### src/rtl/core_pkg.sv
`default_nettype none
// ============================================================================
// Module   : core_pkg
// Brief    : Shared definitions for the multi-cycle core sequencer: FSM state
//            encodings, the illegal ALU select, trap-cause codes and the PC step.
// Revision : 1.0 - initial release
// ============================================================================
package core_pkg;

  // FSM state encodings; the numeric values are visible on state_dbg_o.
  typedef enum logic [2:0] {
    ST_RESET     = 3'd0,
    ST_FETCH     = 3'd1,
    ST_DECODE    = 3'd2,
    ST_EXECUTE   = 3'd3,
    ST_MEM       = 3'd4,
    ST_WRITEBACK = 3'd5,
    ST_TRAP      = 3'd6
  } seq_state_e;

  // Decoder ALU select that marks an illegal / unsupported instruction.
  localparam logic [3:0] ALU_ILLEGAL = 4'b1111;

  // Trap-cause codes.
  localparam logic [1:0] CAUSE_NONE    = 2'b00;
  localparam logic [1:0] CAUSE_ILLEGAL = 2'b01;
  localparam logic [1:0] CAUSE_TIMEOUT = 2'b10;

  // Byte distance between consecutive instructions.
  localparam int unsigned PC_INCR = 4;

endpackage : core_pkg
`default_nettype wire

### src/rtl/seq_wait_timer.sv
`default_nettype none
// ============================================================================
// Module   : seq_wait_timer
// Brief    : Memory-request wait counter with expiry flag. Counts cycles in
//            which a request is outstanding without acknowledge; flags expiry
//            on the cycle the count would reach TIMEOUT_CYCLES. Only built
//            when SEQ_MEM_TIMEOUT_EN is defined.
// Revision : 1.0 - initial release
// ============================================================================
`ifdef SEQ_MEM_TIMEOUT_EN
module seq_wait_timer #(
  parameter int unsigned TIMEOUT_CYCLES = 255   // must be >= 1
) (
  input  logic clk,
  input  logic rst,
  input  logic req_i,       // a request is outstanding this cycle
  input  logic ack_i,       // the request completes this cycle
  output logic expired_o    // last allowed wait cycle passed without ack
);

  localparam int unsigned CNT_W = $clog2(TIMEOUT_CYCLES + 1);
  localparam logic [CNT_W-1:0] C_LAST = CNT_W'(TIMEOUT_CYCLES - 1);

  logic [CNT_W-1:0] cnt_q;

  // Expiry wins only when no ack arrives in the same cycle.
  assign expired_o = req_i & ~ack_i & (cnt_q == C_LAST);

  // Count unacknowledged request cycles; clear whenever no request is pending
  // or a request completes, so every new FETCH/MEM request starts from zero.
  always_ff @(posedge clk or posedge rst) begin
    if (rst) begin
      cnt_q <= '0;
    end else if (!req_i || ack_i) begin
      cnt_q <= '0;
    end else if (!expired_o) begin
      cnt_q <= cnt_q + 1'b1;
    end
  end

endmodule : seq_wait_timer
`endif
`default_nettype wire

### src/rtl/core_sequencer.sv
`default_nettype none
// ============================================================================
// Module   : core_sequencer
// Brief    : Multi-cycle FETCH/DECODE/EXECUTE/MEM/WRITEBACK sequencer for a
//            single-ported core. Owns the PC and retired-instruction counter
//            and arbitrates the one memory port between fetch and load/store.
//            Optional macro SEQ_MEM_TIMEOUT_EN adds a per-request wait limit
//            (TIMEOUT_CYCLES) that traps with cause 2'b10 on expiry.
// Revision : 1.0 - initial release
// ============================================================================
module core_sequencer
  import core_pkg::*;
#(
  parameter int unsigned      XLEN           = 32,
  parameter logic [XLEN-1:0]  PC_RESET       = '0,
  parameter int unsigned      TIMEOUT_CYCLES = 255
) (
  input  logic            clk,
  input  logic            rst,
  input  logic [3:0]      alu_control_i,
  input  logic            regwrite_control_i,
  input  logic            mem_read_control_i,
  input  logic            mem_write_control_i,
  input  logic            mem_ack_i,
  output logic            mem_req_o,
  output logic            mem_we_o,
  output logic            mem_addr_sel_o,
  output logic            ir_en_o,
  output logic            regfile_we_o,
  output logic            wb_sel_o,
  output logic [XLEN-1:0] pc_o,
  output logic            retire_o,
  output logic [31:0]     instret_o,
  output logic            trap_o,
  output logic [1:0]      trap_cause_o,
  output logic [2:0]      state_dbg_o
);

  localparam logic [XLEN-1:0] C_PC_STEP = XLEN'(PC_INCR);

  seq_state_e      state_q, state_d;
  logic [XLEN-1:0] pc_q, pc_d;
  logic [31:0]     instret_q, instret_d;
  logic            trap_q, trap_d;
  logic [1:0]      cause_q, cause_d;

  logic            w_in_request;
  logic            w_timeout;

  // Memory port is busy exactly while waiting in FETCH or MEM.
  assign w_in_request = (state_q == ST_FETCH) || (state_q == ST_MEM);

`ifdef SEQ_MEM_TIMEOUT_EN
  seq_wait_timer #(
    .TIMEOUT_CYCLES (TIMEOUT_CYCLES)
  ) u_wait_timer (
    .clk       (clk),
    .rst       (rst),
    .req_i     (w_in_request),
    .ack_i     (mem_ack_i),
    .expired_o (w_timeout)
  );
`else
  // No wait limit: requests stall until acknowledged, however long that takes.
  assign w_timeout = 1'b0 & (TIMEOUT_CYCLES == 0);
`endif

  // Next-state and strobe decode; strobes depend on state, ack and decoder.
  always_comb begin
    state_d        = state_q;
    pc_d           = pc_q;
    instret_d      = instret_q;
    trap_d         = trap_q;
    cause_d        = cause_q;
    mem_req_o      = 1'b0;
    mem_we_o       = 1'b0;
    mem_addr_sel_o = 1'b0;
    ir_en_o        = 1'b0;
    regfile_we_o   = 1'b0;
    wb_sel_o       = 1'b0;
    retire_o       = 1'b0;

    case (state_q)
      ST_RESET: begin
        state_d = ST_FETCH;
      end
      ST_FETCH: begin
        mem_req_o = 1'b1;
        if (mem_ack_i) begin
          ir_en_o = 1'b1;
          state_d = ST_DECODE;
        end else if (w_timeout) begin
          state_d = ST_TRAP;
          trap_d  = 1'b1;
          cause_d = CAUSE_TIMEOUT;
        end
      end
      ST_DECODE: begin
        if (alu_control_i == ALU_ILLEGAL) begin
          state_d = ST_TRAP;
          trap_d  = 1'b1;
          cause_d = CAUSE_ILLEGAL;
        end else begin
          state_d = ST_EXECUTE;
        end
      end
      ST_EXECUTE: begin
        if (mem_read_control_i || mem_write_control_i) begin
          state_d = ST_MEM;
        end else begin
          state_d = ST_WRITEBACK;
        end
      end
      ST_MEM: begin
        mem_req_o      = 1'b1;
        mem_addr_sel_o = 1'b1;
        mem_we_o       = mem_write_control_i;
        if (mem_ack_i) begin
          // Loads still need the writeback cycle; stores are done here.
          if (mem_read_control_i) begin
            state_d = ST_WRITEBACK;
          end else begin
            retire_o = 1'b1;
            state_d  = ST_FETCH;
          end
        end else if (w_timeout) begin
          state_d = ST_TRAP;
          trap_d  = 1'b1;
          cause_d = CAUSE_TIMEOUT;
        end
      end
      ST_WRITEBACK: begin
        regfile_we_o = regwrite_control_i;
        wb_sel_o     = mem_read_control_i;
        retire_o     = 1'b1;
        state_d      = ST_FETCH;
      end
      ST_TRAP: begin
        state_d = ST_TRAP;
      end
      default: begin
        state_d = ST_RESET;
      end
    endcase

    if (retire_o) begin
      pc_d      = pc_q + C_PC_STEP;
      instret_d = instret_q + 32'd1;
    end
  end

  // Architectural state and FSM register; reset takes effect immediately.
  always_ff @(posedge clk or posedge rst) begin
    if (rst) begin
      state_q   <= ST_RESET;
      pc_q      <= PC_RESET;
      instret_q <= '0;
      trap_q    <= 1'b0;
      cause_q   <= CAUSE_NONE;
    end else begin
      state_q   <= state_d;
      pc_q      <= pc_d;
      instret_q <= instret_d;
      trap_q    <= trap_d;
      cause_q   <= cause_d;
    end
  end

  assign pc_o         = pc_q;
  assign instret_o    = instret_q;
  assign trap_o       = trap_q;
  assign trap_cause_o = cause_q;
  assign state_dbg_o  = state_q;

endmodule : core_sequencer
`default_nettype wire

### config.mk
export PLATFORM = sky130hd
export DESIGN_NAME = core_sequencer
export DESIGN_NICKNAME = d
export VERILOG_FILES = /design/src/rtl/core_pkg.sv /design/src/rtl/seq_wait_timer.sv /design/src/rtl/core_sequencer.sv
export SDC_FILE = /design/constraint.sdc
export NUM_CORES = 1
export LEC_CHECK = 0
export BUFFER_PORTS_ARGS = -buffer_cell sky130_fd_sc_hd__buf_2
export CORE_ASPECT_RATIO = 0.5
export CORE_MARGIN = 4
export CORE_UTILIZATION = 30
export CTS_BUF_LIST = sky130_fd_sc_hd__clkbuf_4
export DETAILED_ROUTE_END_ITERATION = 7
export PLACE_DENSITY = 0.57
export SYNTH_ARGS = -nofsm -noshare
export SYNTH_HDL_FRONTEND = slang
export SYNTH_SLANG_ARGS = --single-unit
### constraint.sdc
create_clock -name clk -period 2.9 [get_ports clk]
set_clock_uncertainty 0.15 [all_clocks]
set_input_delay 0.435 -clock clk [delete_from_list [all_inputs] [get_ports clk]]
set_output_delay 0.435 -clock clk [all_outputs]
set_load 0.01 [all_outputs]
==> results of run 1 <==
[worst max path at each step]
| stage | cells past startpoint | slack [ns] | to |
|---|---|---|---|
| finish | 3 | 0.49 | ir_en_o |
| global route | 3 | 0.33 | ir_en_o |
| CTS | 3 | 0.43 | ir_en_o |
| detailed placement | 6 | 0.62 | instret_o[28]$_DFFE_PP0P_ |
| global placement | 6 | 0.70 | instret_o[28]$_DFFE_PP0P_ |
| floorplan | 1 | 0.66 | instret_o[0]$_DFFE_PP0P_ |
[synth_stat cells, types with 2 or more instances]
cell | instances | share of area, %
o2111ai_1 | 2 | 0.56
buf_4 | 4 | 0.96
inv_1 | 10 | 1.2
ha_1 | 2 | 0.80
buf_2 | 2 | 0.32
a21oi_1 | 2 | 0.32
nor4_4 | 2 | 1.4
nor2_1 | 31 | 3.7
dfrtp_1 | 66 | 53
nor4_1 | 2 | 0.40
nor3_1 | 12 | 1.9
buf_6 | 2 | 0.72
xnor2_1 | 36 | 10
nand2b_1 | 2 | 0.40
and3_1 | 7 | 1.4
nand2_1 | 27 | 3.2
nand4_1 | 19 | 3.8
mux2_2 | 2 | 0.72
and4_1 | 4 | 1.1
xor2_1 | 25 | 7.0
a21o_1 | 2 | 0.48
nand3_1 | 12 | 1.9
[sequential cells by signal, summed over array words and instances (netlist names)]
register and cells:
state_dbg_o 3, instret_o 32, pc_o 30, trap_cause_o 1
[power groups by stage]
stage | clock network (mW) | registers [mW] | logic, mW
2_1_floorplan | 0 | 1.18 | 0.396
3_3_place_gp | 0 | 1.20 | 0.610
3_5_place_dp | 0 | 1.20 | 0.609
4_1_cts | 0.644 | 1.19 | 0.613
5_1_grt | 0.683 | 1.21 | 0.682
6_report | 0.608 | 1.18 | 0.599
[cell families after synthesis]
group	count (synthesis)	synth area share, %
DFF	66	52.7
AOI/OAI and AO/OA	12	3.07
other	1	0.120
buffers and inverters	20	3.43
adders and majority gates	2	0.798
xor gates and xnor gates	61	17.0
and+or+nand+nor	129	22.1
muxes	2	0.718
[worst max-delay path: cells and delay by family (launching register included)]
family | cells | cell delay [ns]
buf+inv | 2 | 0.42
flops | 1 | 0.58
simple gates | 1 | 0.42
[what timing repair did]
item,4_1_cts,5_1_grt
resized for setup,0,0
buffers inserted,0,0
hold buffers,1,0
endpoints found under the hold margin,33,0
[layout make-up]
class	instances	area [sq um]	area share, %
inverters	10	37.5	0.975
clock buffers	12	90.1	2.34
repair buffers	88	468	12.2
well taps	140	175	4.55
flip-flops and latches	66	1650	42.9
clock inverters	4	42.5	1.10
multi-input cells	209	1380	35.9
diodes	1	2.50	0.0650
[through the flow]
step	std cells	cell area (sq um)	total power, mW	util, %
final	530	3850	2.39	37.7
after global routing	530	3850	2.58	37.7
after CTS	529	3850	2.44	37.7
after detailed placement	512	3710	1.81	36.3
after global placement	512	3710	1.81	36.3
after floorplan	295	3140	1.58	-
[per-layer routing]
metal / vias to the layer above / part of all wire (%) / GRT usage [%]
li1: 1172 / - / -
met1: 1133 / 47 / 15.4
met2: 42 / 46 / 17.7
met3: 15 / 5.1 / 4.74
met4: 0 / 2.0 / 5.16
met5: - / 0 / 0
[placed cells by master, fill, tap and decap left out, types with 3 or more instances in the layout]
master / n
xor2_1: 25
clkbuf_4: 12
dfrtp_1: 66
xnor2_1: 36
inv_1: 9
and3_1: 7
nand4_1: 19
nor2_1: 31
nand2_1: 27
nand3_1: 12
conb_1: 3
nor3_1: 12
and4_1: 4
buf_2: 83
buf_4: 3
==> results.py, run 1 <==
metrics = {
    "cells_and_area": {
        "synthToLayoutAreaGrowth_pct": 22.8,
        "final_nets": 396,
        "final.fill_count": 1055,
        "drive_gt1_share_pct": 28.5,
    },
    "routing": {
        "drtIter0Drc": 97,
        "vias": 2362,
        "wire_per_inst_um": 13.1,
        "ant_nets": 0,
        "routed_wl_mm": 6.94,
        "dr.pass1.iters": 4,
        "post-route-drc-count": 0,
        "vias_per_cell": 4.46,
    },
    "power": {
        "intPower_mw": 1.58,
        "pwr-share-comb_pct": 25.1,
        "ir_drop_v": 0.000178,
        "seq_power_share_pct": 49.5,
        "p_leak_nw": 1.95,
        "p_clk_share_pct": 25.4,
        "power_density_nw_per_um2": 621,
        "p_sw_uw": 811,
        "switching_share_pct": 33.9,
    },
    "worst_hold_path": {
        "hp-start": "mem_write_control_i",
        "hold_depth": 4,
        "hold_end": "state_dbg_o[0]$_DFFE_PP0P_",
        "hold_path_class": "input pin to register",
    },
    "flow_run": {
        "maxCapViolations": 0,
    },
    "setup_path": {
        "regToRegEndpoint": "pc_o[31]$_DFFE_PP0P_",
        "cp-startpoint": "state_dbg_o[0]$_DFFE_PP0P_",
        "crit_chain": "inv_1 > nor4_1 > buf_2",
        "crit_arrival_ns": 1.83,
        "critPathLaunchType": "register",
        "critical_path_class": "register to output pin",
        "max_stage_delay_ns": 0.58,
        "worst_r2r_path_depth": 5,
        "r2r_start": "state_dbg_o[2]$_DFFE_PP0P_",
        "crit_slowest_cell": "dfrtp_1",
        "cp_max_fo": 12,
        "crit_path_end_kind": "output pin",
        "rrSetupSlack_ns": 0.68,
        "critPathRequiredTime_ns": 2.32,
    },
    "floorplanning": {
        "die_h_um": 80.3,
        "dieArea_sq_um": 12300,
        "die_x_um": 153,
        "core_sq_um": 10200,
        "io_pins": 87,
        "start_util_pct": 30.7,
        "num_rows": 26,
    },
    "global_route": {
        "grt_use_total_pct": 11.9,
        "grt_pass1_wl_mm": 11.6,
        "grt_max_degree": 35,
        "grt_pass1_vias": 2276,
        "antenna_found_initial": 1,
        "grt-ovfl-total": 0,
    },
    "place": {
        "gp_congestion": 0.755,
        "io_buffers": 83,
        "place_ws_ns": 0.618,
        "place_hpwl_mm": 5.08,
    },
    "yosys": {
        "synth_warnings": 0,
        "synth-seq-cells": 66,
        "syn_inst": 293,
        "async_flop_share_pct": 100,
        "synth.avg_cell_area_sq_um": 10.7,
        "dominantRegCellSynth": "dfrtp_1",
        "synth_area_sq_um": 3140,
        "ys_seq_area_share_pct": 52.7,
        "yosysUniqueCellTypes": 42,
        "synth_edf_count": 0,
    },
    "clock_network": {
        "cts_sinks": 66,
        "h-tree-depth": 3,
        "cts_buffers": 9,
        "cts_tree": "yes",
        "clk_pin_slew_ns": 0.10,
        "worstSkewPairLatency_ns": 0.41,
        "cts_buffer_depth": 2,
        "root_buffer": "clkbuf_4",
    },
    "timing": {
        "max_slew.worst_pin.slew_ns": 0.760,
        "timing.fmax_mhz": 414,
        "tns_ns": 0,
        "hold_ws_ns": 0.216,
        "rsz0062_at_grt": "no",
        "finalHoldViolCount": 0,
        "maxSlewViolCount": 0,
        "finalWorstSetupSlack_ns": 0.487,
        "finalCritPeriodShare_pct": 83.2,
        "setup_viol": 0,
        "layout_min_cycle_time_ns": 2.41,
        "relSlewSlack_pct": 49.2,
    },
    "status": {
        "status": "completed",
    },
}
(Power assumes the default switching activity.)
==> run 2, diff against run 1 <==
--- a/config.mk
+++ b/config.mk
@@ -11,7 +11,7 @@
 export CORE_UTILIZATION = 30
 export CTS_BUF_LIST = sky130_fd_sc_hd__clkbuf_4
 export DETAILED_ROUTE_END_ITERATION = 7
-export PLACE_DENSITY = 0.57
+export PLACE_DENSITY = 0.59
 export SYNTH_ARGS = -nofsm -noshare
 export SYNTH_HDL_FRONTEND = slang
 export SYNTH_SLANG_ARGS = --single-unit
==> constraint.sdc (replaced) <==
create_clock -name clk -period 2.2 [get_ports clk]
set_clock_uncertainty 0.15 [all_clocks]
set_input_delay 0.33 -clock clk [delete_from_list [all_inputs] [get_ports clk]]
set_output_delay 0.33 -clock clk [all_outputs]
set_load 0.01 [all_outputs]
==> run 2 against run 1 <==
  * Clock power grew 30%
  * Via count grew 2.5%
  * First-iteration DRC count decreased by 4.1%
  * Register-to-register slack worse by 0.48 ns
  * Worst hold slack got worse by 0.14 ns
  * Sequential share of layout area shrank 1.2 points
  * Routed wire length is 0.73% higher
  * Sequential cell count did not move
  * Design area up 2.9%
  * Final cell count grew 1.9%
  * Total power increased by 36%
==> results.py, run 2 (synthesis gave the netlist of run 1 again) <==
metrics = {
    "status": {
        "status": "completed",
    },
    "power": {
        "ir_drop_v": 0.000259,
        "power_mw": 3.26,
        "p_leak_nw": 2.01,
        "power_density_nw_per_um2": 823,
    },
    "setup_path": {
        "crit_slowest_cell": "dfrtp_1",
        "critPathRequiredTime_ns": 1.72,
        "critPathLaunchType": "register",
        "cp_max_fo": 10,
        "crit_chain": "buf_4 > nand2b_4 > a21oi_4 > buf_6 > buf_2",
        "max_stage_delay_ns": 0.40,
        "crit_path_end_kind": "output pin",
        "crit_arrival_ns": 1.59,
        "critical_path_class": "register to output pin",
        "r2r_start": "pc_o[6]$_DFFE_PP0P_",
        "cp-startpoint": "state_dbg_o[1]$_DFFE_PP0P_",
    },
    "clock_network": {
        "cts_tree": "yes",
        "h-tree-depth": 3,
        "root_buffer": "clkbuf_4",
        "cts_sinks": 66,
        "cts_buffer_depth": 2,
        "cts_buffers": 9,
        "worstSkewPairLatency_ns": 0.43,
        "clk_pin_slew_ns": 0.11,
    },
    "flow_run": {
        "maxCapViolations": 0,
    },
    "cells_and_area": {
        "final_area_sq_um": 3960,
        "largest_reg_flops": 32,
        "n_antenna_cell": 0,
        "synthToLayoutAreaGrowth_pct": 26.4,
        "mostFrequentLayoutCells": "buf_2, dfrtp_1, xnor2_1, nor2_1, nand2_1",
        "fin_cells": 540,
        "final_nets": 407,
        "regArea_sq_um": 1650,
        "multi_input_area_sq_um": 1410,
        "drive_gt1_share_pct": 31.8,
        "layout_commonest_cell": "buf_2",
        "final_util_pct": 38.8,
        "final.fill_count": 1043,
    },
    "place": {
        "place_area_sq_um": 3790,
        "gp_congestion": 0.775,
        "dp_cells": 523,
        "io_buffers": 83,
        "place_hpwl_mm": 5.11,
    },
    "routing": {
        "ant_nets": 0,
        "drtIter0Drc": 93,
        "routed_wl_mm": 6.99,
        "post-route-drc-count": 0,
        "dr.pass1.iters": 4,
        "vias_per_cell": 4.49,
        "wire_per_inst_um": 13.0,
        "vias": 2422,
    },
    "global_route": {
        "met3_usage_pct": 5.01,
        "grt_max_degree": 67,
        "grt_busiest_layer": "met2",
        "grt-ovfl-total": 0,
        "use_met2_pct": 19.0,
        "antenna_found_initial": 0,
        "grt_pass1_wl_mm": 11.6,
        "grt_use_total_pct": 12.0,
        "grtUsageMet1_pct": 15.2,
        "grt_pass1_vias": 2308,
    },
    "floorplanning": {
        "die_h_um": 80.3,
        "num_rows": 26,
        "io_pins": 87,
        "die_x_um": 153,
        "core_sq_um": 10200,
        "dieArea_sq_um": 12300,
        "start_util_pct": 30.7,
    },
    "timing": {
        "layout_min_cycle_time_ns": 2.07,
        "tns_ns": 0,
        "maxSlewViolCount": 0,
        "finalCritPeriodShare_pct": 94.1,
        "setup_viol": 0,
        "finalHoldViolCount": 0,
        "rsz0062_at_grt": "no",
        "timing.fmax_mhz": 483,
    },
    "worst_hold_path": {
        "hp-start": "mem_write_control_i",
        "hold_path_class": "input pin to register",
    },
}
==> run 2: cell count changes in the layout (fill, tap and decap cells not counted), sizes merged <==
cell | previous run | this run
clkinvlp | 0 | 2
diode | 1 | 0
buf | 87 | 98
clkbuf | 12 | 10
==> run 2: layer usage <==
metal  wire length [um]  vias to the layer above
li1                   -                     1190
met3                359                        8
met4                 99                        0
met5                  0                        -
met1               3210                     1170
met2               3330                       54
==> run 2: power breakdown <==
part | switching, mW | total, mW | internal [mW]
Sequential | 0.166 | 1.51 | 1.35
Clock | 0.444 | 0.793 | 0.349
Combinational | 0.517 | 0.958 | 0.441
Total | 1.13 | 3.26 | 2.14
==> run 2: area by class of cell <==
| cell class | count | area share [%] |
|---|---|---|
| Sequential cell | 66 | 41.7 |
| Inverter | 10 | 0.947 |
| Multi-Input combinational cell | 209 | 35.6 |
| Timing Repair Buffer | 99 | 14.0 |
| Clock inverter | 6 | 1.45 |
| Tap cell | 140 | 4.42 |
| Clock buffer | 10 | 1.89 |
==> run 2: through the flow <==
step	hold WS (ns)	setup WS (ns)
floorplan	0.354	0.0652
global placement	0.287	0.139
detailed placement	0.291	0.160
CTS	0.0403	0.0144
global route	0.0727	0.00222
finish	0.0719	0.130
==> run 2: worst paths after layout <==
kind                       cells past startpoint  slack, ns                         end
max                                            5       0.13                    retire_o
min                                            4       0.07  state_dbg_o[0]$_DFFE_PP0P_
max reg2reg                                    5       0.20        pc_o[20]$_DFFE_PP0P_
min reg2reg                                    1       0.32        pc_o[31]$_DFFE_PP0P_
max in group asynchronous                      4       1.23  state_dbg_o[0]$_DFFE_PP0P_
min in group asynchronous                      4       0.37        pc_o[16]$_DFFE_PP0P_
==> run 2: what timing repair did <==
| action | in CTS | in global routing |
|---|---|---|
| setup endpoints to repair | 2 | 7 |
| buffers inserted | 0 | 0 |
| hold endpoints to repair | 66 | 0 |
| gates resized for setup | 5 | 3 |
| hold buffers | 1 | 0 |
==> run 2: worst max-delay path: cells and delay by family, from the launching register on <==
family          cells  cell delay, ns
simple gates        1            0.18
compound gates      1            0.15
flops               1            0.40
buf+inv             3            0.45
